[config.mk]
export PLATFORM = sky130hd
export DESIGN_NAME = countdown_timer
export DESIGN_NICKNAME = d
export VERILOG_FILES = /design/src/rtl/countdown_timer.sv
export SDC_FILE = /design/constraint.sdc
export NUM_CORES = 1
export LEC_CHECK = 0
export ABC_AREA = 1
export CELL_PAD_IN_SITES_DETAIL_PLACEMENT = 1
export CELL_PAD_IN_SITES_GLOBAL_PLACEMENT = 2
export CORE_UTILIZATION = 29
export CTS_CLUSTER_DIAMETER = 200
export DETAILED_ROUTE_END_ITERATION = 6
export HOLD_SLACK_MARGIN = 0.12
export PLACE_DENSITY_LB_ADDON = 0.3
export SLEW_MARGIN = 30
export SYNTH_ARGS = -nofsm -noshare
export SYNTH_HDL_FRONTEND = slang
export SYNTH_SLANG_ARGS = --single-unit
[constraint.sdc]
create_clock -name clk -period 1.55 [get_ports clk]
set_input_delay 0.2325 -clock clk [delete_from_list [all_inputs] [get_ports clk]]
set_output_delay 0.2325 -clock clk [all_outputs]
set_load 0.02 [all_outputs]
[src/rtl/countdown_timer.sv]
// countdown_timer: loadable down-counter with start/pause control.
// A four-state FSM (IDLE, RUN, PAUSED, DONE) sequences the count.
// out and done are registered outputs.
// is_zero and busy are decoded directly from registers.
// AUTO_RELOAD selects single-shot (0) or periodic (1) behaviour on reaching zero.
module countdown_timer #(
   parameter int unsigned WIDTH       = 8,
   parameter bit          AUTO_RELOAD = 1'b0
) (
   input  logic             clk,
   input  logic             reset,
   input  logic             load,
   input  logic [WIDTH-1:0] load_value,
   input  logic             start,
   input  logic             pause,
   output logic [WIDTH-1:0] out,
   output logic             is_zero,
   output logic             done,
   output logic             busy
);

   typedef enum logic [1:0] {
      ST_IDLE   = 2'd0,
      ST_RUN    = 2'd1,
      ST_PAUSED = 2'd2,
      ST_DONE   = 2'd3
   } state_t;

   localparam logic [WIDTH-1:0] CNT_ZERO = {WIDTH{1'b0}};
   localparam logic [WIDTH-1:0] CNT_ONE  = WIDTH'(1'b1);

   state_t           r_state;
   state_t           w_state_nxt;
   logic [WIDTH-1:0] r_count;
   logic [WIDTH-1:0] w_count_nxt;
   logic [WIDTH-1:0] r_reload;
   logic [WIDTH-1:0] w_reload_nxt;
   logic             r_done;
   logic             w_done_nxt;

   logic             w_count_nz;
   logic             w_count_is_one;
   logic             w_reload_nz;

   assign w_count_nz     = (r_count != CNT_ZERO);
   assign w_count_is_one = (r_count == CNT_ONE);
   assign w_reload_nz    = (r_reload != CNT_ZERO);

   // State, count, reload and done registers; reset aborts any count silently.
   always_ff @(posedge clk or negedge reset) begin
      if (!reset) begin
         r_state  <= ST_IDLE;
         r_count  <= CNT_ZERO;
         r_reload <= CNT_ZERO;
         r_done   <= 1'b0;
      end else begin
         r_state  <= w_state_nxt;
         r_count  <= w_count_nxt;
         r_reload <= w_reload_nxt;
         r_done   <= w_done_nxt;
      end
   end

   // Next-state and next-count logic; load overrides everything, then pause, then start.
   always_comb begin
      w_state_nxt  = r_state;
      w_count_nxt  = r_count;
      w_reload_nxt = r_reload;
      w_done_nxt   = 1'b0;

      if (load) begin
         // A load also wins over a count that would reach zero this edge.
         w_state_nxt  = ST_IDLE;
         w_count_nxt  = load_value;
         w_reload_nxt = load_value;
         w_done_nxt   = 1'b0;
      end else begin
         case (r_state)
            ST_IDLE: begin
               // Starting from zero would pulse done without counting; ignore it.
               if (start && w_count_nz) begin
                  w_state_nxt = ST_RUN;
               end else begin
                  w_state_nxt = ST_IDLE;
               end
            end

            ST_RUN: begin
               if (pause) begin
                  w_state_nxt = ST_PAUSED;
               end else if (w_count_is_one) begin
                  w_count_nxt = CNT_ZERO;
                  w_state_nxt = ST_DONE;
                  w_done_nxt  = 1'b1;
               end else if (w_count_nz) begin
                  w_count_nxt = r_count - CNT_ONE;
                  w_state_nxt = ST_RUN;
               end else begin
                  // RUN is never entered with a zero count; recover without wrapping.
                  w_count_nxt = CNT_ZERO;
                  w_state_nxt = ST_IDLE;
               end
            end

            ST_PAUSED: begin
               // pause still high keeps the freeze even if start is also asserted.
               if (pause) begin
                  w_state_nxt = ST_PAUSED;
               end else if (start) begin
                  w_state_nxt = ST_RUN;
               end else begin
                  w_state_nxt = ST_PAUSED;
               end
            end

            ST_DONE: begin
               if (AUTO_RELOAD) begin
                  if (w_reload_nz) begin
                     w_count_nxt = r_reload;
                     w_state_nxt = ST_RUN;
                  end else begin
                     w_state_nxt = ST_IDLE;
                  end
               end else begin
                  if (start && w_reload_nz) begin
                     w_count_nxt = r_reload;
                     w_state_nxt = ST_RUN;
                  end else begin
                     w_state_nxt = ST_DONE;
                  end
               end
            end

            default: begin
               w_state_nxt = ST_IDLE;
               w_count_nxt = CNT_ZERO;
            end
         endcase
      end
   end

   assign out     = r_count;
   assign done    = r_done;
   assign is_zero = (r_count == CNT_ZERO);
   assign busy    = (r_state == ST_RUN) || (r_state == ST_PAUSED);

endmodule

# [After elaboration in Yosys (flattened, before gate mapping)]
# Index checks and enable logic that the tools add are counted.
[totals] elab_cells=39 register_bits=19 out_inout_bits=11 inputBits=13
[op_classes] n_eq_ne=6 reduce_logical=9 mux=19 n_addsub=1
[ops] operator="$mux 8" n=5
[ops] operator="$pmux 8 s2" n=1
[ops] operator="$reduce_bool 8->1" n=2
[ops] operator="$mux 2" n=6
[ops] operator="$eq 8x1->1 const B" n=1
[ops] operator="$logic_not 8->1" n=1
[ops] operator="$pmux 2 s4" n=1
[ops] operator="$sub 8x1->8 const B" n=1
[ops] operator="$mux 1" n=6
[ops] operator="$ne 3x3->1 const B" n=2
[ops] operator="$eq 2x2->1 const B" n=2
[ops] operator="$reduce_and 3->1" n=1
[ops] operator="$reduce_bool 3->1" n=1
[ops] operator="$eq 2x1->1 const B" n=1
[ops] operator="$logic_and 1x1->1" n=2
[ops] operator="$logic_not 2->1" n=1
[ops] operator="$logic_or 1x1->1" n=1

# [Longest topological paths before layout]
# Gate-level depths: netlist of run 1.
[depth] depth_word=6 depth_mapped=9 mapped_depth_nobuf=9

# [Least setup slack after synthesis of run 1]
# No wires, ideal clock.
[synth_timing] path_type="register to register" from="register r_count[0] (netlist: out[0])" to="register r_count[0] (netlist: out[0])" t_arrival_ps=1407 stages_incl_launch_ff=10 setup_slack_ps=26 required_ps=1433 period_less_slack_ps=1524 path_buffers=0 setup_ps=117 cell_sequence="dfrtp_1 inv_1 ha_1 nand2_2 nor2_4 nor2_4 nand2_4 o21ai_2 nand2_1 nand2_1"
[synth_via] elab_chain_len=6 elab_cells_between_ends=8 cone_classes="add/sub (1); eq/ne (1); mux (5); reduce/logical (1)"
[synth_rtl] element="start: declaration" line_no="34" source="logic [WIDTH-1:0] r_count;"
[synth_rtl] element="start signal: assignment" line_no="58" source="r_count <= w_count_nxt;"
[synth_rtl] element="$sub 8x1->8 / $reduce_bool 8->1 (equally long branches)" line_no="96, 45"
[synth_rtl] element="$mux 8" line_no="95" source="end else if (w_count_nz) begin"
[synth_rtl] element="$mux 8 (*)" line_no="91" source="end else if (w_count_is_one) begin"
[synth_rtl] element="$mux 8 (*)" line_no="89" source="if (pause) begin"
[synth_rtl] element="$pmux 8 s2 (*)" line_no="78" source="case (r_state)"
[synth_rtl] element="$mux 8 (*)" line_no="71" source="if (load) begin"
# Every way passes the cells marked *; elsewhere a longest branch is shown, timed or not. The select of a mux whose other input is x is not followed.
# A chain may end at the register's enable or synchronous reset.

# [Worst setup path in the final report of run 1]
[layout_timing] from="register r_count[1] (netlist: out[1])" to="output port is_zero"
[layout_via] elab_chain_len=1
[layout_rtl] element="$logic_not 8->1" line_no="144" source="assign is_zero = (r_count == CNT_ZERO);"
[layout_rtl] element="end: declaration" line_no="17" source="output logic is_zero,"
# No other way between the ends.

==> out/results.txt, run 1 <==
status -> completed
maximum clock skew at final layout -> 7.34 ps
arrival time worst endpoint -> 1250 ps
Final Hold Violating Endpoints -> 0
top library cells by usage in the layout, fill and taps aside -> nand2_1 (47), buf_4 (20), dfrtp_1 (19), nand3_1 (17), inv_1 (16)
number of I/O port buffers -> 23
final worst slack -> 71.0 ps
placed cell count -> 253
hold bufs inserted after CTS -> 0
vias in the first global route -> 1,276
I/O pin total -> 24
standard cell with the maximum stage delay on the critical path -> dfrtp_1
post-detail-place hpwl -> 3.00 mm
setup slack after placement -> -92.1 ps
filler cell count -> 512
TritonCTS clock tree -> built
PD cells -> 1290 nW/µm²
top cells by area in the synthesized netlist -> dfrtp_1 (38%), nand2_1 (14%), ha_1 (6.9%)
Yosys top cell by area -> dfrtp_1
antenna cell count -> 0
static leakage -> 0.872 nW
count of flip-flops with a built-in enable after synthesis -> 0
synthesized netlist net count -> 182
timing-limited maximum frequency -> 676 MHz
share of flip-flops with an asynchronous set or reset after synthesis -> 100%
Overflow after GRT -> 0
width of the die -> 67.9 µm
post-synthesis instance area -> 1260 µm²
post-layout min period -> 1480 ps
share of the cycle needed by the critical path after routing -> 95.4%
DR iter-0 viols -> 29
wire length on met2 -> 1.91 mm
register bit total from synthesis -> 19
portion of the post-synthesis area used by sequential elements -> 37.7%
Routability Congestion -> 0.815
via count -> 1,228
Detail Route Antenna Nets -> 0
synthesized area per cell -> 7.79 µm²
# setup viols final -> 0
routed wire length on met3 -> 79 µm
combinational group share of total power -> 54.7%
area of the core -> 4090 µm²
fraction of power spent switching nets -> 42.5%
antenna violations before repair -> 0
Worst setup SP type -> flip-flop
Max Root-Sink Buffers -> 2
start-to-end type of the worst setup path -> reg2out
drt pass-1 iters -> 4
net load switching power -> 0.000952 W
via-per-instance ratio -> 4.78
total of max-cap violations -> 0
WL met1 -> 1.80 mm
global-route usage over all layers -> 18.3%
maximum number of pins on one net before global-route repair -> 20
Area Overhead vs Synth -> 37.8%
average wire per standard cell -> 14.8 µm
fraction of final layout cells sized beyond drive strength 1 -> 23.7%
type of the tightest min-delay check -> in2async
# DRC -> 0
non-filler instance count after layout -> 257
first-pass GRT wire length -> 6.09 mm
share of power burned in the clock network -> 15.8%
most common library cell in the layout ignoring fill and taps -> nand2_1
Final Core Density -> 42.5%
ordered cell list for the critical path -> inv_1, ha_1, nand2_2, nor2_4, buf_2
transition time at the pin with the least slew margin -> 299 ps
Total Die Area -> 4620 µm²
Worst slew margin -> 80.0%
unrepaired setup endpoints after global routing -> yes
Post-Route Hold Slack -> 328 ps
fin. max-slew vios -> 0
Total Wirelength -> 3.81 mm
cells after synthesis -> 162
Power Internal -> 0.00129 W
cell at the root of the clock tree -> clkbuf_8
IR drop worst, VDD -> 0.727 mV
starting density of the core -> 30.9%
data required time of the critical path -> 1320 ps
endpoint type of the worst setup path -> output port
Clock Latency Late Sink -> 260 ps
clock transition time at the flip-flop clock pins of the worst setup and hold paths -> 80 ps
number of warnings printed during yosys synthesis -> 0
portion of total power attributed to sequential cells -> 29.5%
fraction of synthesized cell area taken by the top area cell type -> 37.7%
Core Rows -> 23
clock buffer count from CTS -> 3
most common flop cell mapped by yosys -> dfrtp_1
peak fanout along the critical path -> 2
total number of H-tree levels -> 1
Net count, final -> 228
setup fix buffers added after clock tree synthesis -> 0
Sum Neg Setup Slack -> 0 ps
number of different library cells in the post-synthesis netlist -> 25
max incr delay on CP -> 390 ps
uppermost routed layer -> met4
y dimension of the die -> 67.9 µm
clk sink count -> 19
==> worst paths after layout <==
path                                  start          end  slack, ps  cells after the start
worst max-delay path                 out[1]      is_zero         70                      5
max in group asynchronous             reset  r_reload[0]       1000                      2
worst min register to register  r_reload[2]  r_reload[2]        540                      2
min in group clk                r_reload[2]  r_reload[2]        540                      2
worst min-delay path                  reset       out[6]        330                      2
worst max register to register       out[1]   r_state[0]        100                      9
==> critical path: cells and delay by family (launching register included) <==
kind | cells | cell delay (ps)
adder cells (fa/ha/maj) | 1 | 170
AND/OR/NAND/NOR | 2 | 180
buffers and inverters | 2 | 260
flip-flops | 1 | 390
==> per-layer routing <==
layer | vias up | global-route usage [%]
met5 | - | 0
met4 | 0 | 4.69
met3 | 2 | 2.00
met2 | 15 | 32.4
met1 | 600 | 23.3
li1 | 611 | -
==> timing repair <==
action | 4_1_cts | 5_1_grt
gates resized for setup | 14 | 7
pin swaps | 0 | 1
endpoints found under the setup margin | 10 | 10
==> synth_stat cells (6+ instances only) <==
cell type and number:
nand2_1 48, inv_1 16, dfrtp_1 19, nor2_1 11, nand3_1 17, o21ai_1 6, nand4_1 6, ha_1 7
==> cells by family after synthesis <==
logic type               count (synthesis)  synth area share, %
multiplexers                             3                 2.98
adder cells (fa/ha/maj)                  7                 6.94
XOR/XNOR                                 2                 1.39
AO/OA/AOI/OAI                           14                 6.75
flip-flops                              19                 37.7
buffers and inverters                   22                 6.94
AND/OR/NAND/NOR                         95                 37.3
==> final cells by class <==
class,count,area (µm²),area share (%)
inverter,20,75.1,4.32
multi-input combinational,121,719,41.4
timing repair buffer,43,360,20.7
sequential,19,475,27.4
clock buffer,4,45.0,2.59
tap,50,62.6,3.60
==> flip-flops by register name (all words and copies together), names as in the netlist <==
signal and flops:
out 8, done 1, r_reload 8, r_state 2
==> power by group through the flow <==
stage                     Clock (W)  Sequential, W  Combinational (W)
final                      0.000354       0.000661            0.00123
after global routing       0.000388       0.000672            0.00136
after CTS                  0.000370       0.000663            0.00120
after detailed placement          0       0.000672            0.00126
after global placement            0       0.000667            0.00123
after floorplan                   0       0.000795           0.000560
==> stage by stage <==
| step | total power, W | area, µm² |
|---|---|---|
| 2_1_floorplan | 0.00135 | 1260 |
| 3_3_place_gp | 0.00190 | 1690 |
| 3_5_place_dp | 0.00193 | 1690 |
| 4_1_cts | 0.00224 | 1720 |
| 5_1_grt | 0.00242 | 1740 |
| 6_report | 0.00224 | 1740 |
No activity file was read; power rests on OpenSTA's default activity.
==> run 2: changes to the inputs <==
--- a/config.mk
+++ b/config.mk
@@ -17,3 +17,4 @@
 export SYNTH_ARGS = -nofsm -noshare
 export SYNTH_HDL_FRONTEND = slang
 export SYNTH_SLANG_ARGS = --single-unit
+export TNS_END_PERCENT = 10
==> out/results.txt, run 2 (same netlist as run 1, synthesis figures left out) <==
max incr delay on CP -> 390 ps
standard cell with the maximum stage delay on the critical path -> dfrtp_1
total number of H-tree levels -> 1
Core Rows -> 23
I/O pin total -> 24
y dimension of the die -> 67.9 µm
average wire per standard cell -> 14.9 µm
Sum Neg Setup Slack -> 0 ps
post-detail-place hpwl -> 3.00 mm
timing-limited maximum frequency -> 676 MHz
maximum clock skew at final layout -> 7.31 ps
type of the tightest min-delay check -> in2async
area of the core -> 4090 µm²
endpoint type of the worst setup path -> output port
# setup viols final -> 0
vias in the first global route -> 1,276
via count -> 1,228
cell at the root of the clock tree -> clkbuf_8
Worst slew margin -> 80.0%
unrepaired setup endpoints after global routing -> yes
arrival time worst endpoint -> 1250 ps
via-per-instance ratio -> 4.78
hold bufs inserted after CTS -> 0
non-filler instance count after layout -> 257
total of max-cap violations -> 0
ordered cell list for the critical path -> inv_1, ha_1, nand2_2, nor2_4, buf_2
number of buffers and inverters on the critical path -> 2
Routability Congestion -> 0.815
post-layout min period -> 1480 ps
# DRC -> 0
clock transition time at the flip-flop clock pins of the worst setup and hold paths -> 80 ps
status -> completed
clock buffer count from CTS -> 3
DR iter-0 viols -> 27
drt pass-1 iters -> 4
IR drop worst, VDD -> 0.728 mV
first-pass GRT wire length -> 6.09 mm
placed cell count -> 253
clk sink count -> 19
setup fix buffers added after clock tree synthesis -> 0
Worst setup SP type -> flip-flop
fraction of final layout cells sized beyond drive strength 1 -> 23.7%
TritonCTS clock tree -> built
static leakage -> 0.873 nW
cell type group with the largest total delay on the critical path -> flip-flops
start-to-end type of the worst setup path -> reg2out
Final Total Pwr -> 0.00224 W
Detail Route Antenna Nets -> 0
share of the cycle needed by the critical path after routing -> 95.4%
Area Overhead vs Synth -> 37.8%
Net count, final -> 228
Clock Latency Late Sink -> 260 ps
antenna violations before repair -> 0
Total Die Area -> 4620 µm²
Total Wirelength -> 3.82 mm
number of I/O port buffers -> 23
Max Root-Sink Buffers -> 2
maximum number of pins on one net before global-route repair -> 20
fin. max-slew vios -> 0
width of the die -> 67.9 µm
most common library cell in the layout ignoring fill and taps -> nand2_1
peak fanout along the critical path -> 2
antenna cell count -> 0
Overflow after GRT -> 0
Final Hold Violating Endpoints -> 0
transition time at the pin with the least slew margin -> 299 ps
global-route usage over all layers -> 18.3%
data required time of the critical path -> 1320 ps
PD cells -> 1290 nW/µm²
top library cells by usage in the layout, fill and taps aside -> nand2_1 (47), buf_4 (20), dfrtp_1 (19), nand3_1 (17), inv_1 (16)
starting density of the core -> 30.9%
-- run 2: final timing paths --
check,slack [ps],endpoint,from,cells past startpoint
worst max-delay path,70,is_zero,out[1],5
worst min-delay path,330,out[6],reset,2
worst max register to register,110,out[1],r_state[0],8
worst min register to register,540,r_reload[2],r_reload[2],2
max in group asynchronous,1000,r_reload[0],reset,2
min in group clk,540,r_reload[2],r_reload[2],2
-- run 2: per-stage QoR --
step | setup slack (ps) | hold WS, ps | utilization, % | instance area (µm²)
3_5_place_dp | -92.1 | 529 | 41.4 | 1690
4_1_cts | 11.3 | 329 | 42.1 | 1720
6_report | 71.1 | 328 | 42.5 | 1740
2_1_floorplan | 26.2 | -63.1 | - | 1260
5_1_grt | -24.9 | 343 | 42.5 | 1740
3_3_place_gp | -71.9 | 514 | 41.4 | 1690
-- run 2: timing repair --
action,4_1_cts,5_1_grt
endpoints found under the setup margin,10,10
gates resized for setup,14,7
pin swaps,0,1
gates cloned,0,0
-- run 2: area by class of cell --
| class | instances | area [µm²] |
|---|---|---|
| Clock buffer | 4 | 45.0 |
| Fill cell | 512 | 2350 |
| Inverter | 20 | 75.1 |
| Multi-Input combinational cell | 121 | 719 |
| Sequential cell | 19 | 475 |
| Tap cell | 50 | 62.6 |
| Timing Repair Buffer | 43 | 360 |
-- run 2: layer usage --
layer  GRT usage [%]  vias up  wire length [µm]
met3            2.00        2                79
met1            23.3      601              1810
met4            4.69        0                19
li1                -      610                 -
met5               0        -                 0
met2            32.4       15              1910
-- run 2: where the power goes --
part	switching (W)	internal, W
combinational	0.000711	0.000516
sequential	0.0000718	0.000589
clock	0.000171	0.000183
total	0.000954	0.00129
==> run 3: changes to the inputs <==
--- a/config.mk
+++ b/config.mk
@@ -11,9 +11,9 @@
 export CORE_UTILIZATION = 29
 export CTS_CLUSTER_DIAMETER = 200
 export DETAILED_ROUTE_END_ITERATION = 6
+export GPL_TIMING_DRIVEN = 0
 export HOLD_SLACK_MARGIN = 0.12
 export PLACE_DENSITY_LB_ADDON = 0.3
-export SLEW_MARGIN = 30
 export SYNTH_ARGS = -nofsm -noshare
 export SYNTH_HDL_FRONTEND = slang
 export SYNTH_SLANG_ARGS = --single-unit
==> out/results.txt, run 3 (same netlist as run 1, synthesis figures left out) <==
post-layout min period -> 1520 ps
Final Core Density -> 40.9%
antenna violations before repair -> 0
internal reg-to-reg setup slack -> 70 ps
hold bufs inserted after CTS -> 0
area of the multi-input gates -> 717 µm²
IR drop worst, VDD -> 0.549 mV
cell at the root of the clock tree -> clkbuf_8
arrival time worst endpoint -> 1290 ps
data required time of the critical path -> 1320 ps
destination of the critical timing path -> is_zero
start-to-end type of the worst setup path -> reg2out
launch instance of the worst register-to-register path -> out[0]
# setup viols final -> 0
antenna cell count -> 0
vias in the first global route -> 1,318
Detail Route Antenna Nets -> 0
y dimension of the die -> 67.9 µm
Worst setup SP type -> flip-flop
top library cells by usage in the layout, fill and taps aside -> nand2_1 (48), nand3_1 (17), dfrtp_1 (16), inv_1 (13), clkdlybuf4s50_1 (13)
width of the die -> 67.9 µm
status -> completed
DR iter-0 viols -> 14
timing-limited maximum frequency -> 659 MHz
Total Wirelength -> 3.55 mm
number of cells on the worst reg-to-reg path -> 10
type of the tightest min-delay check -> in2async
Worst slew margin -> 39.5%
TritonCTS clock tree -> built
unrepaired setup endpoints after global routing -> yes
global-route usage over all layers -> 17.5%
Net count, final -> 218
via-per-instance ratio -> 4.76
post-detail-place hpwl -> 2.68 mm
sequential cell area -> 479 µm²
via count -> 1,175
share of the cycle needed by the critical path after routing -> 98.0%
number of I/O port buffers -> 23
Routability Congestion -> 0.770
worst setup path startpoint -> out[0]
transition time at the pin with the least slew margin -> 905 ps
average wire per standard cell -> 14.4 µm
Post-Route Hold Slack -> 482 ps
endpoint of the lowest-slack register-to-register path -> out[0]
total of max-cap violations -> 0
Overflow after GRT -> 0
Core Rows -> 23
maximum number of pins on one net before global-route repair -> 20
static leakage -> 0.820 nW
total number of H-tree levels -> 1
Total Die Area -> 4620 µm²
clock transition time at the flip-flop clock pins of the worst setup and hold paths -> 70 ps
maximum clock skew at final layout -> 3.62 ps
Area Overhead vs Synth -> 32.5%
area of the core -> 4090 µm²
Max Root-Sink Buffers -> 2
filler cell count -> 493
most common library cell in the layout ignoring fill and taps -> nand2_1
I/O pin total -> 24
clock buffer count from CTS -> 3
PD cells -> 1260 nW/µm²
clk sink count -> 19
endpoint type of the worst setup path -> output port
peak fanout along the critical path -> 5
Final Hold Violating Endpoints -> 0
Final Total Pwr -> 0.00211 W
# DRC -> 0
drt pass-1 iters -> 3
Clock Latency Late Sink -> 260 ps
fin. max-slew vios -> 0
starting density of the core -> 30.9%
fraction of final layout cells sized beyond drive strength 1 -> 22.8%
first-pass GRT wire length -> 5.95 mm
run 3: repair_timing:
item	in CTS	in global routing
buffers inserted	0	8
endpoints found under the hold margin	0	0
setup endpoints to repair	14	10
resized for setup	17	12
pin swaps	1	2
run 3: worst min-delay path by stage:
stage                      from     endpoint  cells past startpoint
detailed placement  r_reload[0]  r_reload[0]                      1
finish                    reset  r_reload[7]                      1
global placement    r_reload[0]  r_reload[0]                      1
floorplan                 reset         done                      0
CTS                       reset       out[3]                      1
global route              reset   r_state[1]                      1
run 3: power breakdown:
group | internal (W) | total, W | switching (W) | leakage (nW)
combinational | 0.000424 | 0.00102 | 0.000600 | 0.562
sequential | 0.000594 | 0.000739 | 0.000145 | 0.232
clock | 0.000179 | 0.000351 | 0.000172 | 0.0255
total | 0.00120 | 0.00211 | 0.000917 | 0.820
run 3: worst max-delay path, stage by stage, from the launching register on:
cell and delay [ps]:
dfrtp_2 450, inv_4 60, ha_2 160, nand2_2 60
nor2_4 150, buf_6 130
run 3: layout make-up:
class / instances / area share, %
inverters: 20 / 4.64
clock buffers: 3 / 2.47
multi-input cells: 121 / 42.9
plain buffers: 2 / 0.749
flip-flops and latches: 19 / 28.7
repair buffers: 31 / 16.5
well taps: 50 / 3.74
clock inverters: 1 / 0.299
run 3: layer usage:
metal,wire length [µm],track usage [%],share of wire [%]
met4,41,5.47,1.2
met5,0,0,0
met2,1860,32.2,52
met3,107,3.00,3.0
met1,1540,20.1,43
run 3: per-stage QoR:
step           setup slack (ps)  std cells  area [µm²]  setup TNS (ps)
2_1_floorplan              26.2        162        1260               0
3_3_place_gp               -382        235        1550            -823
3_5_place_dp               -403        235        1550           -1150
4_1_cts                    -115        239        1590            -115
5_1_grt                   -43.3        247        1670            -143
6_report                   31.8        247        1670               0
